<file path="src/rtl/misr_response_analyzer_pkg.sv">
// Shared BIST definitions: analyzer state encoding and the default MISR/LFSR
// width, feedback polynomial and seed, so both ends of the pattern path agree.
package misr_response_analyzer_pkg;

  typedef enum logic [1:0] {
    ST_IDLE  = 2'd0,
    ST_RUN   = 2'd1,
    ST_CHECK = 2'd2,
    ST_DONE  = 2'd3
  } bist_state_t;

  localparam int         DEF_WIDTH = 5;
  // x^5 + x^2 + 1: feedback is XORed into bits 2 and 0
  localparam logic [4:0] DEF_POLY  = 5'b00101;
  localparam logic [4:0] DEF_SEED  = 5'b00000;

endpackage

</file>
<file path="src/rtl/misr_core.sv">
// Multiple-input signature register: shift left with POLY feedback from the
// MSB, then XOR in the parallel data word. Load has priority over enable.
module misr_core
  import misr_response_analyzer_pkg::*;
#(
  parameter int               WIDTH   = DEF_WIDTH,
  parameter logic [WIDTH-1:0] POLY    = WIDTH'(DEF_POLY),
  parameter logic [WIDTH-1:0] RST_VAL = WIDTH'(DEF_SEED)
) (
  input  logic             clk,
  input  logic             rst,
  input  logic             load,
  input  logic [WIDTH-1:0] seed,
  input  logic             enable,
  input  logic [WIDTH-1:0] data,
  output logic [WIDTH-1:0] sig
);

  logic fb;
  assign fb = sig[WIDTH-1];

  always_ff @(posedge clk or negedge rst) begin
    if (!rst) begin
      sig <= RST_VAL;
    end else if (load) begin
      sig <= seed;
    end else if (enable) begin
      sig <= ({sig[WIDTH-2:0], 1'b0} ^ (fb ? POLY : '0)) ^ data;
    end
  end

endmodule

</file>
<file path="src/rtl/misr_response_analyzer.sv">
// BIST response analyzer: compacts PATTERN_COUNT CUT responses into a MISR,
// then compares the signature against golden and reports pass/fail.
module misr_response_analyzer
  import misr_response_analyzer_pkg::*;
#(
  parameter int               WIDTH         = DEF_WIDTH,
  parameter int               PATTERN_COUNT = 31,
  parameter logic [WIDTH-1:0] POLY          = WIDTH'(DEF_POLY),
  parameter logic [WIDTH-1:0] SEED          = WIDTH'(DEF_SEED),
  localparam int              CW            = $clog2(PATTERN_COUNT + 1)
) (
  input  logic             clk,
  input  logic             rst,
  input  logic             start,
  input  logic             abort,
  input  logic             resp_valid,
  input  logic [WIDTH-1:0] resp_in,
  input  logic [WIDTH-1:0] golden,
  output logic             busy,
  output logic             done,
  output logic             pass,
  output logic [WIDTH-1:0] signature,
  output logic [CW-1:0]    resp_count
);

  localparam logic [CW-1:0] LAST_IDX = CW'(PATTERN_COUNT - 1);

  bist_state_t state, state_nxt;
  logic        misr_load, misr_en;
  logic        cnt_clr, cnt_inc;
  logic        pass_clr, pass_upd;

  always_ff @(posedge clk or negedge rst) begin
    if (!rst) begin
      state <= ST_IDLE;
    end else begin
      state <= state_nxt;
    end
  end

  always_comb begin
    state_nxt = state;
    misr_load = 1'b0;
    misr_en   = 1'b0;
    cnt_clr   = 1'b0;
    cnt_inc   = 1'b0;
    pass_clr  = 1'b0;
    pass_upd  = 1'b0;
    case (state)
      ST_IDLE: begin
        if (start && !abort) begin
          state_nxt = ST_RUN;
          misr_load = 1'b1;
          cnt_clr   = 1'b1;
        end
      end
      ST_RUN: begin
        if (abort) begin
          state_nxt = ST_IDLE;
          misr_load = 1'b1;
          cnt_clr   = 1'b1;
          pass_clr  = 1'b1;
        end else if (resp_valid) begin
          misr_en = 1'b1;
          cnt_inc = 1'b1;
          // the final response is compacted on the same edge that enters CHECK
          if (resp_count == LAST_IDX) begin
            state_nxt = ST_CHECK;
          end
        end
      end
      ST_CHECK: begin
        if (abort) begin
          state_nxt = ST_IDLE;
          misr_load = 1'b1;
          cnt_clr   = 1'b1;
          pass_clr  = 1'b1;
        end else begin
          state_nxt = ST_DONE;
          pass_upd  = 1'b1;
        end
      end
      ST_DONE: begin
        if (start && !abort) begin
          state_nxt = ST_RUN;
          misr_load = 1'b1;
          cnt_clr   = 1'b1;
          pass_clr  = 1'b1;
        end
      end
      default: state_nxt = ST_IDLE;
    endcase
  end

  always_ff @(posedge clk or negedge rst) begin
    if (!rst) begin
      resp_count <= '0;
    end else if (cnt_clr) begin
      resp_count <= '0;
    end else if (cnt_inc) begin
      resp_count <= resp_count + CW'(1);
    end
  end

  always_ff @(posedge clk or negedge rst) begin
    if (!rst) begin
      pass <= 1'b0;
    end else if (pass_clr) begin
      pass <= 1'b0;
    end else if (pass_upd) begin
      pass <= (signature == golden);
    end
  end

  misr_core #(
    .WIDTH   (WIDTH),
    .POLY    (POLY),
    .RST_VAL (SEED)
  ) u_misr (
    .clk    (clk),
    .rst    (rst),
    .load   (misr_load),
    .seed   (SEED),
    .enable (misr_en),
    .data   (resp_in),
    .sig    (signature)
  );

  // decoded straight from the state register, so no input reaches an output
  assign busy = (state == ST_RUN) || (state == ST_CHECK);
  assign done = (state == ST_DONE);

endmodule

</file>
<file path="config.mk">
export PLATFORM = sky130hd
export DESIGN_NAME = misr_response_analyzer
export DESIGN_NICKNAME = d
export VERILOG_FILES = /design/src/rtl/misr_response_analyzer_pkg.sv /design/src/rtl/misr_core.sv /design/src/rtl/misr_response_analyzer.sv
export SDC_FILE = /design/constraint.sdc
export NUM_CORES = 1
export LEC_CHECK = 0
export ABC_AREA = 0
export CAP_MARGIN = 20
export CORE_MARGIN = 5
export CORE_UTILIZATION = 41
export CTS_CLUSTER_SIZE = 28
export DETAILED_ROUTE_END_ITERATION = 16
export HOLD_SLACK_MARGIN = 0.06
export MAX_ROUTING_LAYER = met4
export PLACE_DENSITY = 0.73
export SLEW_MARGIN = 0
export SYNTH_ARGS = -nofsm -noshare
export SYNTH_HDL_FRONTEND = slang
export SYNTH_SLANG_ARGS = --single-unit
</file>
<file path="constraint.sdc">
create_clock -name clk -period 1.5 [get_ports clk]
set_input_delay 0.15 -clock clk [delete_from_list [all_inputs] [get_ports clk]]
set_output_delay 0.15 -clock clk [all_outputs]
set_load 0.1 [all_outputs]
</file>
Word-level counts from Yosys, hierarchy flattened
Cells that the tools add are included.

cells by class
  reduce and logical (&&, ||, !) cells = 9
  bitwise logic cells = 2
  muxes and demuxes = 22
  $add $sub $neg = 1
  equality and inequality tests = 8

operator list
  operator                                             count
  two-way mux 5 bit                                    4
  two-way mux 2 bit                                    5
  bitwise XOR 5 bit                                    2
  two-way mux 1 bit                                    9
  != test 3 bit, second input constant                 2
  case mux 2 bit (3 select lines)                      1
  adder 5 x 1 -> 5 bit, second input constant          1
  equality test 5 bit                                  1
  equality test 5 bit, second input constant           1
  equality test 2 bit, second input constant           2
  case mux 1 bit (2 select lines)                      2
  nonzero test 2 bit                                   2
  OR reduction 2 bit                                   2
  two-way mux 3 bit                                    1
  AND reduction 3 bit                                  1
  equality test 2 x 1 -> 1 bit, second input constant  1
  logical NOT 2 bit                                    1
  != test 2 x 1 -> 1 bit, second input constant        1
  logical AND 1 bit                                    1
  logical NOT 1 bit                                    1
  logical OR 1 bit                                     1

storage, ports and cells
  output and inout bits = 13
  flip-flop bits (word level) = 13

Longest topological paths before layout
  depth after elaboration = 5
  gate-level depth with buffers = 7
  gate-level depth less buffers = 5

By module
From an unflattened synthesis, not the netlist that was laid out.

unflattened totals
  cells, all modules = 91
  area, all modules = 868.3 um^2

modules (own cells, without submodules)
  module                  cells each  times used  area an instance (um^2)
  misr_response_analyzer  61          1           575.6
  misr_core               30          1           292.8

Least setup slack after synthesis
OpenSTA, ideal clock, no wires.

  path kind = register -> register
  start = register state[0]
  end = register u_misr.sig[2]
  clock period less this slack = 2,149 ps
  arrival = 2,020 ps
  path slack = -649 ps
  data required time = 1,371 ps
  cell stages (with the launch flop) = 6
  buffers on the path = 0
  cells stage by stage = dfrtp_1 > inv_1 > ha_1 > or3b_2 > nand2_4 > o31ai_1

between the ends
  cells in the longest elaborated chain, start to end = 4

RTL lines
  element                                                         line                          source
  start, declared                                                 misr_response_analyzer.sv:28  bist_state_t state, state_nxt;
  start signal, assigned                                          misr_response_analyzer.sv:37  state <= state_nxt;
  equality test 2 bit, or another cell as far along               misr_response_analyzer.sv:49  case (state)
  OR reduction 2 bit (no source line)                             -
  case mux 1 bit (2 select lines)                                 misr_response_analyzer.sv:49
  two-way mux 5 bit / nonzero test 2 bit (equally long branches)  -
  end signal, assigned                                            misr_core.sv:28               sig <= ({sig[WIDTH-2:0], 1'b0} ^ (fb ? POLY : '0)) ^ data;
  end, declared                                                   misr_core.sv:16               output logic [WIDTH-1:0] sig

Several ways; a longest one is shown, not always the timed one.
A chain may end at the register's enable or synchronous reset.

Worst setup path after layout
Same ends and word-level chain as after synthesis.

==> run metrics <==
Synth Area per Inst=9.967 sq um; Startpoint Class=register; fillcell total=140; fmax=665.2 MHz; Reg2Reg Depth=5; Yosys top cell area share=36.67%; fraction of registers with async set/reset=100.0%; DRT iter0 DRCs=13; fin crit share=100.2%; DRC=0; initial antenna violation count=0; largest net degree at the start of global routing=14; Initial Utilization=44.31%; final non-filler cell total=157; Syn Inst Count=89; Routed WL=2.421 mm; CP max FO=8; Die ar.=3194 sq um; netlist area before placement=887.1 sq um; hpwl dp=1.873 mm; total power per unit cell area=2259 nW/um^2; GRT Total Usage=16.83%; Min-Delay Path Class=primary input to asynchronous set/reset pin; global-route wire length before repair=4.112 mm; first-pass iteration count of the detailed router=4; detail-routed net length per standard cell=15.42 um; actual slew at the worst max-slew pin=283.3 ps; EDFF count, synth=0; critical path class=register to register; Layout Nets=152; Skew-Pair Late Insertion Delay=280 ps; setup tns final=-3.321 ps; port bufs=27; layout cell share with drive strength beyond 1=39.23%; max-cap viol count=0; ANT cells=0; Yosys top cell by area=dfrtp_1; fin crit period=1503 ps; Max-slew headroom=80.98%; Final Setup Violations=1; clock skew=3.882 ps; Leak=0.5969 nW; final core utilization=73.69%; Root Driver=clkbuf_4; failing checks=setup timing; CTS sink cnt=13; clk slew on worst S/H paths=80 ps; RSZ-0062 raised after global routing=true; grt total ovfl=0; largest cells by area after synthesis=dfrtp_1 (37%), xnor2_1 (11%), ha_1 (8.5%); final hold vios=0; CTS tree=built; Max IR drop VDD=1.345 mV; critical path arrival=1660 ps; setup slack after layout=-3.321 ps; syn_nets=110; DIE WIDTH=56.52 um; core area=2002 sq um; Pwr Total=3.333 mW; status=complete, but fails checks; pre-CTS setup slack=-52.46 ps; number of global-route vias before repair=844; via/cell ratio=5.261; ANT nets after route=0; Seq/Total Area, Yosys=36.67%; H-Tree Depth=1; via count=826; flops & latches, synth=13; Final GP Congestion=0.8581; Final Max Tran Viols=0; Synth Flop Type=dfrtp_1; die height=56.52 um; row count=16; Max clock buf depth=2; Placed Cells=150; Critical Path Sink Type=register; CTS buffer count=3; area grow syn2layout=66.29%; Post-CTS Hold Buffers=0; post-synthesis cell type count=33; Ys Warns=0; # IOs=28; worst endpoint required time=1660 ps
## synth_stat cells (all sizes together), types with 2 or more instances
library cell,count
dfrtp,13
xnor2,11
nor2,8
ha,6
a211oi,5
a21oi,4
inv,4
nand2,4
nand3,4
nand3b,4
buf,3
o21ai,3
nand4,2
o2111ai,2
o31ai,2
xor2,2
## critical path: stages (launching register included)
cell and delay, ps:
dfrtp_1 430, inv_2 80, ha_4 260, or3b_4 410
nand2_4 130, o31ai_2 80
## per-stage QoR
stage	instance area, sq um	hold WS [ps]
2_1_floorplan	917.1	-145.6
3_3_place_gp	1403	476.2
3_5_place_dp	1403	485.8
4_1_cts	1461	179.1
5_1_grt	1475	189.9
6_report	1475	179.3
## logic make-up after synthesis
family	count (synthesis)	synth area share, %
multiplexers	1	1.128
AND/OR/NAND/NOR	29	20.45
AO/OA/AOI/OAI	20	16.08
adder cells (fa/ha/maj)	6	8.462
XOR/XNOR	13	12.84
buffers and inverters	7	4.372
flip-flops	13	36.67
## where the power goes
part / internal (mW) / leakage (nW) / switching (mW)
clock: 0.103 / 0.0150 / 0.116
combinational: 1.00 / 0.421 / 1.44
sequential: 0.477 / 0.161 / 0.193
## flip-flops by register name, summed over array words and instances (netlist names)
name / count
resp_count: 5
u_misr.sig: 5
state: 2
pass: 1
## layout by cell type, fill, tap and decap left out, types with 2 or more instances in the layout
| master | netlist | routed |
|---|---|---|
| o21ai_0 | 3 | 3 |
| buf_12 | 0 | 13 |
| nand2_1 | 3 | 3 |
| a21oi_1 | 3 | 3 |
| inv_2 | 0 | 2 |
| dfrtp_2 | 0 | 10 |
| nand3_1 | 4 | 4 |
| buf_4 | 1 | 12 |
| inv_1 | 4 | 2 |
| ha_1 | 6 | 4 |
| nand3b_1 | 3 | 3 |
| a211oi_1 | 5 | 5 |
| nor2_1 | 8 | 8 |
| dfrtp_1 | 13 | 3 |
| xor2_1 | 2 | 2 |
| clkbuf_4 | 0 | 3 |
| clkdlybuf4s50_1 | 0 | 14 |
| nand4_1 | 2 | 2 |
| xnor2_1 | 11 | 11 |
## layer usage
metal	wire length [um]	track usage (%)	vias up
met4	27	4.068	0
met1	1131	20.76	390
met5	0	-	-
met3	118	4.587	2
met2	1143	27.23	32
li1	-	-	402
## path summary, 6_finish.rpt
| path | startpoint | endpoint | slack, ps |
|---|---|---|---|
| hold / removal | rst | resp_count[0] | 180 |
| hold reg to reg | resp_count[3] | resp_count[3] | 630 |
| setup / recovery | state[0] | u_misr.sig[2] | -3 |
| max in group asynchronous | rst | resp_count[2] | 1130 |
| setup reg to reg | state[0] | u_misr.sig[2] | -3 |
| min in group clk | resp_in[3] | u_misr.sig[3] | 530 |
## final cells by class
type / count / area (sq um) / share of cell area, %
inverter: 4 / 15.01 / 1.018
tap: 27 / 33.78 / 2.290
clock buffer: 4 / 26.28 / 1.781
multi-input combinational: 69 / 560.5 / 38.00
sequential: 13 / 337.8 / 22.90
timing repair buffer: 40 / 501.7 / 34.01
## timing repair
item / in CTS / in global routing
endpoints found under the setup margin: 8 / 13
setup buffers: 3 / 0
pin swaps: 3 / 2
resized for setup: 3 / 3
(Power assumes the default switching activity.)
